$ cat src/rtl/hh_spike_detector.sv
// Spike detector for the HH neuron membrane voltage: threshold crossing with
// hysteresis and refractory blanking, a saturating spike count, and ISI events.
module hh_spike_detector #(
    parameter logic signed [13:0] THRESH        = 14'sd0,
    parameter logic signed [13:0] HYST          = 14'sd320,
    parameter logic [7:0]         REFRACT_STEPS = 8'd20,
    parameter int                 CNT_W         = 16
) (
    input  logic                    clk,
    input  logic                    rst,
    input  logic signed [13:0]      voltage,
    input  logic                    v_valid,
    input  logic                    clr,
    output logic                    spike,
    output logic [CNT_W-1:0]        spike_count,
    output logic                    ev_valid,
    input  logic                    ev_ready,
    output logic [CNT_W-1:0]        ev_isi,
    output logic                    overflow
);

    typedef enum logic [1:0] {
        BELOW   = 2'd0,
        ABOVE   = 2'd1,
        REFRACT = 2'd2
    } state_t;

    localparam logic [CNT_W-1:0] CNT_MAX = '1;

    // Re-arm level is formed one bit wider so THRESH-HYST never wraps.
    localparam logic signed [14:0] REARM_LVL =
        $signed({THRESH[13], THRESH}) - $signed({HYST[13], HYST});

    state_t             state_q, state_d;
    logic [7:0]         refract_q, refract_d;
    logic [CNT_W-1:0]   step_q, step_d;
    logic [CNT_W-1:0]   count_q, count_d;
    logic [CNT_W-1:0]   isi_q, isi_d;
    logic               ev_valid_q, ev_valid_d;
    logic               overflow_q, overflow_d;
    logic               spike_q, spike_d;

    logic               fire;
    logic               accept;
    logic [CNT_W-1:0]   step_inc;
    logic signed [14:0] volt_ext;

    assign volt_ext = {voltage[13], voltage};
    assign step_inc = (step_q == CNT_MAX) ? CNT_MAX : step_q + CNT_W'(1);
    assign accept   = ev_valid_q & ev_ready;

    always_comb begin
        state_d   = state_q;
        refract_d = refract_q;
        fire      = 1'b0;
        if (v_valid) begin
            case (state_q)
                BELOW: begin
                    if (voltage >= THRESH) begin
                        fire    = 1'b1;
                        state_d = ABOVE;
                    end
                end
                ABOVE: begin
                    if (volt_ext < REARM_LVL) begin
                        if (REFRACT_STEPS == 8'd0) begin
                            state_d = BELOW;
                        end else begin
                            state_d   = REFRACT;
                            refract_d = REFRACT_STEPS;
                        end
                    end
                end
                REFRACT: begin
                    refract_d = refract_q - 8'd1;
                    if (refract_q <= 8'd1) begin
                        state_d   = BELOW;
                        refract_d = 8'd0;
                    end
                end
                default: begin
                    state_d   = BELOW;
                    refract_d = 8'd0;
                end
            endcase
        end
    end

    always_comb begin
        spike_d    = fire;
        step_d     = step_q;
        count_d    = count_q;
        isi_d      = isi_q;
        ev_valid_d = ev_valid_q & ~accept;
        overflow_d = overflow_q;

        if (v_valid) begin
            step_d = fire ? '0 : step_inc;
        end

        if (fire && count_q != CNT_MAX) begin
            count_d = count_q + CNT_W'(1);
        end

        // A spike may reuse the holding register in the cycle it drains.
        if (fire) begin
            if (!ev_valid_q || accept) begin
                ev_valid_d = 1'b1;
                isi_d      = step_inc;
            end else begin
                overflow_d = 1'b1;
            end
        end

        if (clr) begin
            count_d    = '0;
            overflow_d = 1'b0;
        end
    end

    always_ff @(posedge clk or posedge rst) begin
        if (rst) begin
            state_q    <= BELOW;
            refract_q  <= 8'd0;
            step_q     <= '0;
            count_q    <= '0;
            isi_q      <= '0;
            ev_valid_q <= 1'b0;
            overflow_q <= 1'b0;
            spike_q    <= 1'b0;
        end else begin
            state_q    <= state_d;
            refract_q  <= refract_d;
            step_q     <= step_d;
            count_q    <= count_d;
            isi_q      <= isi_d;
            ev_valid_q <= ev_valid_d;
            overflow_q <= overflow_d;
            spike_q    <= spike_d;
        end
    end

    assign spike       = spike_q;
    assign spike_count = count_q;
    assign ev_valid    = ev_valid_q;
    assign ev_isi      = isi_q;
    assign overflow    = overflow_q;

endmodule

$ cat config.mk
export PLATFORM = sky130hd
export DESIGN_NAME = hh_spike_detector
export DESIGN_NICKNAME = d
export VERILOG_FILES = /design/src/rtl/hh_spike_detector.sv
export SDC_FILE = /design/constraint.sdc
export NUM_CORES = 1
export LEC_CHECK = 0
export ABC_CLOCK_PERIOD_IN_PS = 5300
export CAP_MARGIN = 20
export CELL_PAD_IN_SITES_DETAIL_PLACEMENT = 0
export CELL_PAD_IN_SITES_GLOBAL_PLACEMENT = 1
export CORE_UTILIZATION = 37
export CTS_BUF_LIST = sky130_fd_sc_hd__clkbuf_8 sky130_fd_sc_hd__clkbuf_16
export CTS_CLUSTER_DIAMETER = 100
export CTS_CLUSTER_SIZE = 40
export DETAILED_ROUTE_END_ITERATION = 10
export PLACE_DENSITY = 0.75
export SLEW_MARGIN = 20
export SYNTH_ARGS = -nofsm -noshare
export SYNTH_HDL_FRONTEND = slang
export SYNTH_SLANG_ARGS = --single-unit
$ cat constraint.sdc
create_clock -name clk -period 5.3 [get_ports clk]
set_clock_uncertainty 0.05 [all_clocks]
set_input_delay 1.06 -clock clk [delete_from_list [all_inputs] [get_ports clk]]
set_output_delay 1.06 -clock clk [all_outputs]
set_load 0.05 [all_outputs]
==> flow_metrics.py <==
metrics = {
    "run_status": {
        "run_status": "completed",
    },
    "die": {
        "dieWidth_um": 99.05,
        "die_h_um": 99.05,
        "floorplan_core_area_um2": 9196,
        "design.die.area_um2": 9810,
        "starting_utilization_of_the_core_area_pct": 37.89,
        "num_io_pins": 54,
        "row_cnt": 35,
    },
    "layout": {
        "layout-area-overhead-vs-synth_pct": 21.08,
        "fillers": 912,
        "antenna_diode_instance_count": 0,
        "final_cell_mix": "dfrtp_1, clkdlybuf4s50_1, nor2_1, a21oi_1, nand2_1",
        "drive_gt1_share_pct": 9.242,
        "finish.net_count": 443,
        "layout.cells.most_common": "dfrtp_1",
    },
    "setup_path": {
        "kind_of_end_point_of_the_critical_path": "register",
        "worst_ep_arrival_time_ns": 3.53,
        "critical_path.slowest_cell": "clkdlybuf4s50_1",
        "cpPeakStageDelay_ns": 0.45,
        "cp_top_family": "buffers and inverters",
        "critical_path.cell_chain": "clkdlybuf4s50_1 > buf_4 > nand3b_1 > buf_4 > clkinv_1 > nand4_1 > a311oi_1 > mux2_2",
        "setup.worst_path.class": "in2reg",
        "timing.critical_path.required_ns": 5.47,
        "critical_path.startpoint_type": "primary input",
        "timing.critical_path.mode_cell": "buf_4",
        "timing.critical_path.fanout_max": 28,
        "critical_path.n_buffers_inverters": 4,
    },
    "place": {
        "dpl.hpwl_um": 5514,
        "gp_routability_congestion": 0.7748,
        "place.port_buffers": 47,
    },
    "clock_tree": {
        "cts-root-buf": "clkbuf_8",
        "postCtsResizedCells": 0,
        "cts_tree": "built",
        "clock_insertion_delay_worst_skew_ns": 0.33,
        "cts_post_setup_buffers_inserted": 0,
        "htree_levels": 3,
        "clock_sink_count": 61,
        "clk_pin_slew_worst_paths_ns": 0.07,
        "cts-hold-fix-buffers": 0,
        "cts_max_path_buffers": 2,
        "cts-buffers-inserted": 9,
    },
    "synth": {
        "synthDominantAreaCellType": "dfrtp_1",
        "async_reset_ff_share_pct": 100.0,
        "synth-edff-count": 0,
        "synth_cell_type_count": 57,
        "syn_nets": 404,
        "syn-cell-area_um2": 3485,
        "synthesis.instances": 378,
        "synth_flop_type": "dfrtp_1",
        "synth.area.top_cells": "dfrtp_1, nor2_1, a21oi_1",
        "ys_warn_count": 0,
        "ys_seq_elements": 61,
        "yosysSeqAreaShare_pct": 43.81,
        "synth_area_per_cell_um2": 9.218,
        "netlist.area_leader.share_pct": 43.81,
    },
    "detailed_routing": {
        "first_drt_iteration_drcs": 194,
        "drt-vias-per-instance": 5.677,
        "detailedRoute.firstPassIterationCount": 4,
        "dr_total_vias": 3026,
        "antenna_left": 0,
        "detail_route.drc_violations": 0,
        "routed_wl_um": 8053,
        "routedWlPerCell_um": 15.11,
    },
    "sta": {
        "report.final.slew_viol_count": 0,
        "post-route-min-period_ns": 3.361,
        "final.setup.tns_ns": 0,
        "finalSetupViolCount": 0,
        "worst_hold_slack_ns": 0.4381,
        "timing.slew.headroom_pct": 29.41,
        "timing_hold_violations_final": 0,
        "max_slew.worst_pin.slew_ns": 1.056,
        "setup_repair_after_global_routing_missed_its_margin": "no",
        "period_share_pct": 63.42,
        "fmaxAchievable_ghz": 0.2975,
    },
    "pwr": {
        "leakage_nw": 1.721,
        "largest_vdd_supply_drop_uv": 240.0,
        "power_per_cell_area_nw_per_um2": 431.1,
    },
    "global_routing": {
        "antenna_found_initial": 0,
        "grt_start_max_net_pins": 32,
        "grt_pass1_wl_um": 13630,
        "grt_overflow": 0,
        "aggregate_global_route_resource_usage_pct": 17.50,
        "via_count_of_the_first_global_routing_pass": 2802,
    },
    "flow_run": {
        "cap_violations": 0,
    },
    "min_path": {
        "hold_removal_path_class": "reg2reg",
    },
}
area by class of cell:
type,instances,area (um2),area share (%)
Inverter,19,71.32,1.690
Clock inverter,6,55.05,1.305
Timing Repair Buffer,50,493.0,11.68
Tap cell,111,138.9,3.292
Multi-Input combinational cell,276,1797,42.59
Clock buffer,10,137.6,3.262
Sequential cell,61,1526,36.18
final timing paths:
kind / start / end / slack, ns / cells after the start
min: ev_isi[4] / ev_isi[4] / 0.44 / 2
min reg2reg: ev_isi[4] / ev_isi[4] / 0.44 / 2
max: v_valid / spike_count[7] / 1.94 / 8
min in group asynchronous: rst / ev_isi[9] / 1.10 / 2
max reg2reg: state_q[0] / spike_count[7] / 2.69 / 8
max in group asynchronous: rst / state_q[1] / 3.21 / 3
state kept, by name (all words and copies together) (netlist names):
name         count
overflow         1
refract_q        8
ev_isi          16
spike_count     16
spike            1
state_q          2
step_q          16
ev_valid         1
report_power, final:
group | internal, mW | leakage (nW) | total (mW) | switching (mW)
Combinational | 0.277 | 0.799 | 0.780 | 0.503
Sequential | 0.559 | 0.817 | 0.634 | 0.0746
Clock | 0.225 | 0.105 | 0.405 | 0.180
per-layer routing:
| layer | up-vias | GRT usage (%) | routed length, um |
|---|---|---|---|
| li1 | 1477 | - | - |
| met1 | 1456 | 24.68 | 3902 |
| met2 | 83 | 27.27 | 3676 |
| met3 | 10 | 2.695 | 363 |
| met4 | 0 | 6.315 | 111 |
| met5 | - | 0 | 0 |
stage by stage:
stage          setup slack (ns)  cell area, um2  utilization, %  std cells  total power, mW
2_1_floorplan             2.677            3485               -        378            1.211
3_3_place_gp              1.576            4024           43.76        517            1.404
3_5_place_dp              1.579            4024           43.76        517            1.425
4_1_cts                   1.937            4217           45.85        533            1.840
5_1_grt                   1.654            4219           45.88        533            1.939
6_report                  1.939            4219           45.88        533            1.819
cell usage after synthesis (all sizes together), types with 3 or more instances:
master,number
dfrtp,61
ha,7
mux2i,3
o21ai,14
o31ai,6
nor2,39
xnor2,7
o211ai,6
a32o,5
mux2,10
nand2,22
a21oi,25
nand3,15
nand4,13
and4,6
clkbuf,15
inv,18
nor2b,15
and3,5
nor4,11
a31oi,11
or4,4
buf,7
nor3,18
cell families (layout without fill, tap and decap cells):
logic type / after synthesis / after routing / synth area share (%)
simple gates: 160 / 160 / 25.03
compound gates: 87 / 87 / 17.59
flops: 61 / 61 / 43.81
buf+inv: 41 / 85 / 4.704
mux: 13 / 13 / 4.093
xor+xnor: 9 / 9 / 2.262
fa+ha+maj: 7 / 7 / 2.513
tightest hold or removal path: stages, from the launching register on:
cell and delay (ns):
dfrtp_1 0.35, nand2_1 0.05, o21ai_0 0.06
Power figures use the tool's default switching activity.
